`src/rtl/tdm_pkg.sv`:
```
// Shared definitions for the 8-channel TDM receive path.
// Holds the channel count, the slot index width, the index of the last
// slot in a frame, and the lock state machine encoding.
package tdm_pkg;

  localparam int N_CH   = 8;
  localparam int SLOT_W = 3;

  localparam logic [SLOT_W-1:0] LAST_SLOT = SLOT_W'(N_CH - 1);

  typedef enum logic {
    IDLE = 1'b0,
    RUN  = 1'b1
  } state_e;

endpackage

```
`src/rtl/dec3to8.sv`:
```
// 3-to-8 one-hot decoder used to steer a slot beat into its staging
// register. This is the receive-side counterpart of the 8:1 select path.
// Ports:
//   sel    - slot index to decode
//   en     - when low, no output bit is set
//   onehot - one-hot write enables, bit k for slot k
module dec3to8
  import tdm_pkg::*;
(
  input  logic [SLOT_W-1:0] sel,
  input  logic              en,
  output logic [N_CH-1:0]   onehot
);

  always_comb begin
    onehot = '0;
    if (en) onehot[sel] = 1'b1;
  end

endmodule

```
`src/rtl/tdm_demux8.sv`:
```
// Receive-end 8-channel time-division demultiplexer.
// Steers each valid slot beat into a staging register, publishes all eight
// channels at once when slot 7 arrives, and tracks frame lock via the
// frame_sync marker, pulsing sync_err on early or missing sync.
// Ports:
//   clk, rst    - clock and synchronous active-high reset
//   din         - slot data, W bits
//   din_valid   - din carries a slot this cycle (low = gap)
//   frame_sync  - current valid beat is slot 0
//   dout        - published frame, channel k at [k*W +: W]
//   frame_valid - one-cycle pulse when dout updates
//   locked      - high while the FSM is in RUN
//   sync_err    - one-cycle pulse on a framing error
module tdm_demux8
  import tdm_pkg::*;
#(
  parameter int W = 1
) (
  input  logic              clk,
  input  logic              rst,
  input  logic [W-1:0]      din,
  input  logic              din_valid,
  input  logic              frame_sync,
  output logic [N_CH*W-1:0] dout,
  output logic              frame_valid,
  output logic              locked,
  output logic              sync_err
);

  state_e              state_q;
  logic [SLOT_W-1:0]   slot_q;
  logic [W-1:0]        stg_q [N_CH];
  logic [N_CH*W-1:0]   dout_q;
  logic                frame_valid_q;
  logic                locked_q;
  logic                sync_err_q;

  logic [SLOT_W-1:0]   wr_slot;
  logic                wr_en;
  logic [N_CH-1:0]     wr_vec;
  logic [N_CH*W-1:0]   frame_d;

  // A sync beat always lands in slot 0. Beats are stored unless they are
  // dropped: non-sync beats in IDLE, or a missing sync at slot 0 in RUN.
  assign wr_slot = frame_sync ? '0 : slot_q;
  assign wr_en   = din_valid &&
                   (frame_sync || (state_q == RUN && slot_q != '0));

  dec3to8 u_dec (
    .sel    (wr_slot),
    .en     (wr_en),
    .onehot (wr_vec)
  );

  // Slot 7 is taken straight from din so the frame publishes on the same
  // edge that samples its last beat.
  always_comb begin
    frame_d = '0;
    for (int k = 0; k < N_CH - 1; k++) frame_d[k*W +: W] = stg_q[k];
    frame_d[(N_CH-1)*W +: W] = din;
  end

  // Staging array carries no reset: only completed frames reach dout.
  always_ff @(posedge clk) begin
    for (int k = 0; k < N_CH; k++) begin
      if (wr_vec[k]) stg_q[k] <= din;
    end
  end

  always_ff @(posedge clk) begin
    if (rst) begin
      state_q       <= IDLE;
      slot_q        <= '0;
      dout_q        <= '0;
      frame_valid_q <= 1'b0;
      locked_q      <= 1'b0;
      sync_err_q    <= 1'b0;
    end else begin
      frame_valid_q <= 1'b0;
      sync_err_q    <= 1'b0;
      if (din_valid) begin
        case (state_q)
          IDLE: begin
            if (frame_sync) begin
              state_q  <= RUN;
              locked_q <= 1'b1;
              slot_q   <= SLOT_W'(1);
            end
          end
          RUN: begin
            if (frame_sync && slot_q != '0) begin
              // Early sync: abandon the partial frame, restart at slot 1.
              sync_err_q <= 1'b1;
              slot_q     <= SLOT_W'(1);
            end else if (!frame_sync && slot_q == '0) begin
              // Missing sync after a completed frame: drop beat, lose lock.
              sync_err_q <= 1'b1;
              state_q    <= IDLE;
              locked_q   <= 1'b0;
            end else begin
              slot_q <= slot_q + SLOT_W'(1);
              if (slot_q == LAST_SLOT) begin
                dout_q        <= frame_d;
                frame_valid_q <= 1'b1;
              end
            end
          end
          default: begin
            state_q  <= IDLE;
            locked_q <= 1'b0;
            slot_q   <= '0;
          end
        endcase
      end
    end
  end

  assign dout        = dout_q;
  assign frame_valid = frame_valid_q;
  assign locked      = locked_q;
  assign sync_err    = sync_err_q;

endmodule
```
`config.mk`:
```
export PLATFORM = sky130hd
export DESIGN_NAME = tdm_demux8
export DESIGN_NICKNAME = d
export VERILOG_FILES = /design/src/rtl/tdm_pkg.sv /design/src/rtl/dec3to8.sv /design/src/rtl/tdm_demux8.sv
export SDC_FILE = /design/constraint.sdc
export NUM_CORES = 1
export LEC_CHECK = 0
export CAP_MARGIN = 20
export CORE_UTILIZATION = 55
export CTS_CLUSTER_DIAMETER = 80
export DETAILED_ROUTE_END_ITERATION = 10
export GPL_ROUTABILITY_DRIVEN = 0
export PLACE_DENSITY_LB_ADDON = 0.08
export SYNTH_ARGS = -nofsm -noshare
export SYNTH_HDL_FRONTEND = slang
export SYNTH_SLANG_ARGS = --single-unit
```
`constraint.sdc`:
```
create_clock -name clk -period 4 [get_ports clk]
set_input_delay 0.6 -clock clk [delete_from_list [all_inputs] [get_ports clk]]
set_output_delay 0.6 -clock clk [all_outputs]
set_load 0.01 [all_outputs]
```
==> impl_metrics.csv, run 1 <==
group,metric,value,unit
cts,cts_tree,"done",
final_layout,final_common_cell,"nand2_1",
global_routing,grt_use_total,21.74,%
floorplan,core,1708,sq um
critical_path,arrival,2.37,ns
yosys,ys_seq_area_share,50.94,%
floorplan,io-pin-count,16,
drt,drc_errors,0,
pwr,comb_power_share,9.0,%
cts,htreeDepth,1,
cts,postCtsResizedCells,0,
pwr,power.leakage,0.3901,nW
drt,firstDrtPassIters,4,
cts,cts_hold_buf,0,
drt,vias_per_cell,5.507,
critical_path,critPathLaunchType,"input port",
yosys,ys_ff_latch,22,
yosys,ys.warnings.count,0,
cts,post_cts_buffers,0,
placed_design,place_hpwl,1285,um
sta,timing.fmax,467.7,MHz
sta,relSlewSlack,59.87,%
final_layout,nNetsFinal,127,
drt,route.vias.total,771,
global_routing,grt_first_pass_wirelength,3139,um
sta,finalCritPeriodShare,53.45,%
global_routing,grt_overflow,0,
floorplan,fp.dieW,44.69,um
yosys,ys_types,30,
drt,drt-total-wl,1807,um
cts,cts.sinks,22,
pwr,swShare,24.03,%
cts,clock_latency,0.31,ns
sta,setup_violations,0,
yosys,yosys.area.top_type,"dfxtp_1",
pwr,intPower,284.2,uW
drt,antenna_left,0,
placed_design,port_buffers,15,
critical_path,r2r_slack,1.99,ns
floorplan,std_cell_rows,15,
pwr,p_per_area,318.7,nW/um^2
final_layout,num_antenna_cells,0,
run_status,outcome,"completed",
global_routing,grt_max_degree,18,
yosys,syn_area,1002,sq um
floorplan,initial_core_util,58.68,%
pwr,seqPwrFrac,63.7,%
final_layout,fin_util,68.72,%
drt,dr.first_iter.drc_count,27,
floorplan,die_area,1997,sq um
sta,rsz0062_at_grt,"false",
sta,final_max_slew_viol_count,0,
global_routing,grt_antenna_before_repair,0,
sta,fin_skew,0.001890,ns
pwr,p_sw,89.88,uW
sta,finalCriticalPeriod,2.138,ns
job,drv_cap,0,
cts,clockBufferDepth,2,
yosys,avgSynthCellArea,9.826,sq um
final_layout,fillers,135,
pwr,clkPwrFrac,27.3,%
sta,tightest_slew,0.6000,ns
hold_path,min_path_type,"reg2reg",
yosys,netlist_instances,102,
yosys,syn_nets,113,
final_layout,final_cell_mix,"nand2_1, dfxtp_1, clkdlybuf4s50_1, a21oi_1, edfxtp_1",
sta,hold_violations,0,
sta,fin_setup_tns,0,ns
cts,cts_buffers,3,
global_routing,grt_pass1_vias,671,
final_layout,drive_gt1_share,6.957,%
cts,cts-root-buf,"clkbuf_4",
cts,clk_pin_slew,0.12,ns
drt,wl_per_cell,12.91,um
critical_path,cp.required,4.24,ns
yosys,synth_top_area_share,29.96,%
floorplan,die_h,44.69,um
yosys,synthTopCellsByArea,"dfxtp_1, edfxtp_1, nand2_1",
critical_path,path_class,"in2reg",
critical_path,end_kind,"flip-flop",
pwr,vdd_ir_drop_max,0.2023,mV
critical_path,crit_fanout,10,
final_layout,area_growth,17.10,%
[worst max-delay path, cell delays in order]
cell and delay, ns:
clkdlybuf4s50_1 0.70, inv_1 0.12, ha_1 0.34, and4_1 0.39, nand2_1 0.10, a21oi_1 0.12
[stage by stage]
step	std cells	instance area (sq um)	power, mW	hold WS [ns]	setup WS (ns)
4_1_cts	140	1174	0.3761	0.4627	1.870
3_3_place_gp	136	1147	0.2750	0.4425	1.619
5_1_grt	140	1174	0.3919	0.4885	1.729
6_report	140	1174	0.3740	0.4625	1.862
2_1_floorplan	102	1002	0.2666	0.4713	2.281
3_5_place_dp	136	1147	0.2767	0.4465	1.559
[worst paths after layout]
kind                   start       to  cells after the start
setup / recovery  frame_sync  dout[1]                      6
setup reg to reg   slot_q[0]  dout[1]                      8
hold reg to reg      dout[7]  dout[7]                      2
hold / removal       dout[7]  dout[7]                      2
[kinds of logic after synthesis]
family                   share of synthesized area [%]
AND/OR/NAND/NOR                                  24.72
AO/OA/AOI/OAI                                    11.74
buffers and inverters                            5.119
adder cells (fa/ha/maj)                          7.490
flip-flops                                       50.94
[registers in the layout, summed over array words and instances (netlist names)]
register,cells
locked,1
stg_q,7
slot_q,3
frame_valid,1
dout,8
state_q,1
sync_err,1
[power groups by stage]
stage	Clock (mW)	Sequential (mW)	Combinational (mW)
after floorplan	0	0.241	0.0253
after global placement	0	0.243	0.0320
after detailed placement	0	0.243	0.0335
after CTS	0.104	0.238	0.0339
after global routing	0.115	0.239	0.0380
final	0.102	0.238	0.0338
[synthesized netlist by cell type (all sizes together)]
cell type and n:
nand2 22, nor3 2, o21a 1, ha 6, a31o 1, inv 4, nand3b 2, a211oi 1
clkbuf 2, nor4bb 2, nand2b 3, dfxtp 15, nand4 1, nor2 4, a311oi 1, and4 1
a41oi 1, nor4 5, nand4b 1, a211o 1, buf 4, nor2b 1, a21oi 12, edfxtp 7
nand3 1, or3 1
[layer usage]
| layer | global-route usage, % | part of all wire, % | up-vias |
|---|---|---|---|
| li1 | - | - | 388 |
| met4 | 9.091 | 1.5 | 0 |
| met2 | 32.65 | 48 | 20 |
| met1 | 30.15 | 47 | 359 |
| met5 | 0 | 0 | - |
| met3 | 4.898 | 3.2 | 4 |
[cell type report]
cell class                 count  area [sq um]  share of cell area (%)
timing repair buffer          15         150.1                   12.79
sequential                    22         510.5                   43.50
clock inverter                 1         3.754                  0.3198
multi-input combinational     70         440.4                   37.53
inverter                       4         15.01                   1.279
tap                           25         31.28                   2.665
clock buffer                   3         22.52                   1.919
(Power assumes the default switching activity.)
==> run 2, diff against run 1 <==
- CORE_UTILIZATION: 55 -> 51
- clock period: 4 -> 2.15 ns (I/O delays scaled with it)
==> impl_metrics.csv, run 2 (synthesized netlist as in run 1, its figures left out) <==
group,metric,value,unit
critical_path,cp.required,2.39,ns
drt,vias_per_cell,5.276,
drt,route.vias.total,765,
floorplan,die_area,2146,sq um
critical_path,path_class,"reg2reg",
sta,setup_violations,0,
cts,clk_pin_slew,0.12,ns
cts,cts_tree,"done",
sta,whs,0.4653,ns
drt,wl_per_cell,13.58,um
global_routing,grt_overflow,0,
sta,finalCriticalPeriod,1.900,ns
sta,hold_violations,0,
pwr,p_total,706.7,uW
drt,dr.first_iter.drc_count,26,
final_layout,largest_register_ffs,8,
pwr,p_per_area,583.5,nW/um^2
floorplan,io-pin-count,16,
floorplan,fp.dieW,46.33,um
final_layout,area_growth,20.85,%
floorplan,core,1783,sq um
placed_design,port_buffers,15,
cts,cts_hold_buf,0,
hold_path,min_to,"dout[0]",
drt,drc_errors,0,
cts,cts_buffers,3,
critical_path,crit_family,"simple AND/OR/NAND/NOR gates",
final_layout,num_antenna_cells,0,
critical_path,cp_slowest_stage_delay,0.41,ns
sta,final_max_slew_viol_count,0,
hold_path,min_path_type,"reg2reg",
drt,antenna_left,0,
floorplan,die_h,46.33,um
floorplan,std_cell_rows,15,
global_routing,grt_use_total,21.46,%
critical_path,critPathLaunchType,"flip-flop",
sta,rsz0062_at_grt,"false",
critical_path,r2r_end,"dout[2]",
critical_path,r2r_start,"slot_q[1]",
cts,post_cts_buffers,0,
critical_path,crit_chain,"inv_1, ha_1, nand2b_1, inv_1, ha_1, and4_1, nand2_1, a21oi_1",
drt,firstDrtPassIters,4,
sta,fin_skew,0.004310,ns
final_layout,drive_gt1_share,10.83,%
global_routing,grt_max_degree,13,
critical_path,r2r_cells,8,
hold_path,holdCritStartpoint,"dout[0]",
job,drv_cap,0,
cts,postCtsResizedCells,0,
cts,cts-root-buf,"clkbuf_4",
pwr,power.leakage,0.4149,nW
final_layout,nNetsFinal,132,
sta,timing.fmax,526.2,MHz
critical_path,end_kind,"flip-flop",
cts,clockBufferDepth,2,
sta,finalCritPeriodShare,88.39,%
hold_path,hold_path_depth,2,
critical_path,cp_slowest_cell,"dfxtp_1",
final_layout,final_cell_mix,"nand2_1, dfxtp_1, clkdlybuf4s50_1, a21oi_1, edfxtp_1",
pwr,vdd_ir_drop_max,0.4048,mV
critical_path,worst-path-buf-inv,2,
global_routing,grt_antenna_before_repair,0,
cts,cts.sinks,22,
final_layout,final_common_cell,"nand2_1",
critical_path,r2r_slack,0.25,ns
global_routing,grt_pass1_vias,700,
placed_design,place_hpwl,1482,um
drt,drt-total-wl,1969,um
critical_path,crit_fanout,8,
critical_path,arrival,2.14,ns
cts,clock_latency,0.31,ns
sta,relSlewSlack,75.40,%
floorplan,initial_core_util,56.21,%
run_status,outcome,"completed",
sta,fin_setup_tns,0,ns
cts,htreeDepth,1,
sta,tightest_slew,0.3657,ns
global_routing,grt_first_pass_wirelength,3153,um
==> run 2: cell types whose count changed in the layout (fill, tap and decap cells not counted), sizes merged <==
| cell | delta |
|---|---|
| buf | +5 |
==> run 2: layout make-up <==
type	instances	area [sq um]
sequential	22	510.5
inverter	4	15.01
fill	139	571.8
clock inverter	1	3.754
multi-input combinational	70	440.4
tap	25	31.28
timing repair buffer	20	187.7
clock buffer	3	22.52
==> run 2: how the worst max path moves through the flow <==
stage | from | endpoint | slack, ns | depth (start not counted)
after global placement | frame_sync | slot_q[2] | 0.29 | 6
final | slot_q[1] | dout[2] | 0.25 | 8
after global routing | slot_q[1] | dout[2] | 0.09 | 8
after floorplan | slot_q[0] | dout[0] | 0.43 | 9
after detailed placement | frame_sync | dout[3] | 0.28 | 6
after CTS | slot_q[1] | dout[2] | 0.24 | 8
==> run 2: metal layers <==
layer | vias to the layer above | global-route usage, % | share of wire [%]
li1 | 398 | - | -
met1 | 346 | 27.56 | 46
met2 | 17 | 34.44 | 48
met3 | 4 | 3.529 | 3.4
met4 | 0 | 10.59 | 2.0
met5 | - | 0 | 0
==> run 2: worst register-to-register path, cell delays in order, from the launching register on <==
cell,delay (ns)
dfxtp_1,0.41
inv_1,0.11
ha_1,0.23
nand2b_1,0.10
inv_1,0.06
ha_1,0.31
and4_1,0.36
nand2_1,0.10
a21oi_1,0.15
==> run 2: report_power, final <==
part           switching, mW  internal (mW)  leakage [nW]
registers            0.00298          0.434         0.185
logic                 0.0441         0.0342         0.215
clock network          0.124         0.0678        0.0154
==> run 2: stage by stage <==
step | cell area [sq um] | instances | util, % | worst slack [ns]
after floorplan | 1002 | 102 | - | 0.4311
after global placement | 1185 | 141 | 66.46 | 0.2904
after detailed placement | 1185 | 141 | 66.46 | 0.2799
after CTS | 1211 | 145 | 67.93 | 0.2386
after global routing | 1211 | 145 | 67.93 | 0.08816
final | 1211 | 145 | 67.93 | 0.2497
==> run 3, diff against run 2 <==
- SETUP_SLACK_MARGIN: unset -> 0.1
==> impl_metrics.csv, run 3 (synthesized netlist as in run 1, its figures left out) <==
group,metric,value,unit
critical_path,r2r_cells,8,
pwr,vdd_ir_drop_max,0.4059,mV
final_layout,num_antenna_cells,0,
pwr,seqPwrFrac,61.6,%
hold_path,min_path_type,"reg2reg",
drt,route.vias.total,779,
drt,antenna_left,0,
global_routing,grt_first_pass_wirelength,3153,um
drt,wl_per_cell,13.74,um
sta,rsz0062_at_grt,"false",
sta,fin_skew,0.004850,ns
placed_design,port_buffers,15,
global_routing,grt_pass1_vias,700,
cts,htreeDepth,1,
floorplan,die_h,46.33,um
critical_path,cp.required,2.36,ns
critical_path,critPathLaunchType,"flip-flop",
final_layout,final_cell_mix,"nand2_1, dfxtp_1, clkdlybuf4s50_1, a21oi_1, edfxtp_1",
critical_path,r2r_end,"dout[2]",
critical_path,r2r_slack,0.25,ns
cts,clockBufferDepth,2,
floorplan,fp.dieW,46.33,um
final_layout,largest_register_ffs,8,
sta,hold_violations,0,
critical_path,arrival,2.10,ns
pwr,p_per_area,584.7,nW/um^2
sta,tightest_slew,0.3778,ns
cts,cts_tree,"done",
sta,setup_violations,0,
cts,clk_pin_slew,0.12,ns
pwr,power.leakage,0.4150,nW
sta,relSlewSlack,74.58,%
hold_path,min_to,"dout[0]",
drt,drt-total-wl,1992,um
global_routing,grt_antenna_before_repair,0,
global_routing,grt_max_degree,13,
global_routing,grt_overflow,0,
final_layout,final_common_cell,"nand2_1",
pwr,swShare,24.42,%
final_layout,nNetsFinal,132,
floorplan,die_area,2146,sq um
sta,timing.fmax,527.6,MHz
sta,finalCritPeriodShare,88.16,%
pwr,comb_power_share,11.1,%
pwr,intPower,535.8,uW
run_status,outcome,"completed",
floorplan,io-pin-count,16,
drt,drc_errors,0,
drt,firstDrtPassIters,4,
sta,fin_setup_tns,0,ns
floorplan,std_cell_rows,15,
hold_path,hold_path_depth,2,
cts,cts-root-buf,"clkbuf_4",
pwr,clkPwrFrac,27.2,%
hold_path,holdCritStartpoint,"dout[0]",
final_layout,drive_gt1_share,11.67,%
job,drv_cap,0,
cts,cts_buffers,3,
cts,clock_latency,0.31,ns
final_layout,fin_util,68.00,%
critical_path,r2r_start,"slot_q[1]",
placed_design,place_hpwl,1482,um
cts,cts.sinks,22,
critical_path,crit_path_start,"slot_q[1]",
critical_path,end_kind,"flip-flop",
floorplan,core,1783,sq um
global_routing,grt_use_total,21.46,%
floorplan,initial_core_util,56.21,%
drt,dr.first_iter.drc_count,19,
pwr,p_sw,173.1,uW
critical_path,crit_fanout,8,
sta,final_max_slew_viol_count,0,
sta,finalCriticalPeriod,1.896,ns
critical_path,path_class,"reg2reg",
drt,vias_per_cell,5.372,
final_layout,area_growth,20.97,%
[run 3: cell counts in the layout (fill, tap and decap cells not counted)]
No cell type changed its count.
[run 3: stage by stage]
step / hold slack (ns) / area, sq um / instances / setup slack (ns) / power, mW
2_1_floorplan: 0.4214 / 1002 / 102 / 0.4311 / 0.4959
3_3_place_gp: 0.4446 / 1185 / 141 / 0.2904 / 0.5202
3_5_place_dp: 0.4502 / 1185 / 141 / 0.2799 / 0.5237
4_1_cts: 0.4678 / 1211 / 145 / 0.2386 / 0.7136
5_1_grt: 0.4949 / 1212 / 145 / 0.1108 / 0.7406
6_report: 0.4660 / 1212 / 145 / 0.2545 / 0.7089
[run 3: worst max path at each step]
stage           endpoint  slack [ns]  depth (start not counted)
2_1_floorplan    dout[0]        0.43                          9
3_3_place_gp   slot_q[2]        0.29                          6
3_5_place_dp     dout[3]        0.28                          6
4_1_cts          dout[2]        0.24                          8
5_1_grt          dout[3]        0.11                          8
6_report         dout[2]        0.25                          8
[run 3: layout make-up]
class	instances	area [sq um]
Fill cell	141	570.5
Sequential cell	22	510.5
Clock inverter	1	3.754
Tap cell	25	31.28
Inverter	4	15.01
Clock buffer	3	22.52
Multi-Input combinational cell	70	441.7
Timing Repair Buffer	20	187.7
[run 3: power by group through the flow]
stage          combinational, mW  sequential, mW  clock (mW)
6_report                  0.0790           0.437       0.193
2_1_floorplan             0.0470           0.449           0
3_3_place_gp              0.0746           0.446           0
5_1_grt                   0.0867           0.438       0.216
4_1_cts                   0.0781           0.437       0.199
3_5_place_dp              0.0777           0.446           0
[run 3: what timing repair did]
| action | 4_1_cts | 5_1_grt |
|---|---|---|
| hold buffers | 0 | 0 |
| gates resized for setup | 0 | 1 |
| setup endpoints to repair | 0 | 1 |
| buffers inserted | 0 | 0 |
[run 3: worst max-delay path, stage by stage (launching register included)]
cell and delay [ns]:
dfxtp_1 0.42, inv_1 0.11, ha_1 0.23, nand2b_1 0.10, inv_1 0.07, ha_1 0.32
nand4_1 0.30, nand2_1 0.16, a21oi_1 0.08
[run 3: layer usage]
metal  up-vias  track usage [%]  wire [um]
met4         0            10.59         40
met2        19            34.44        965
met3         4            3.529         63
li1        398                -          -
met5         -                0          0
met1       358            27.56        922
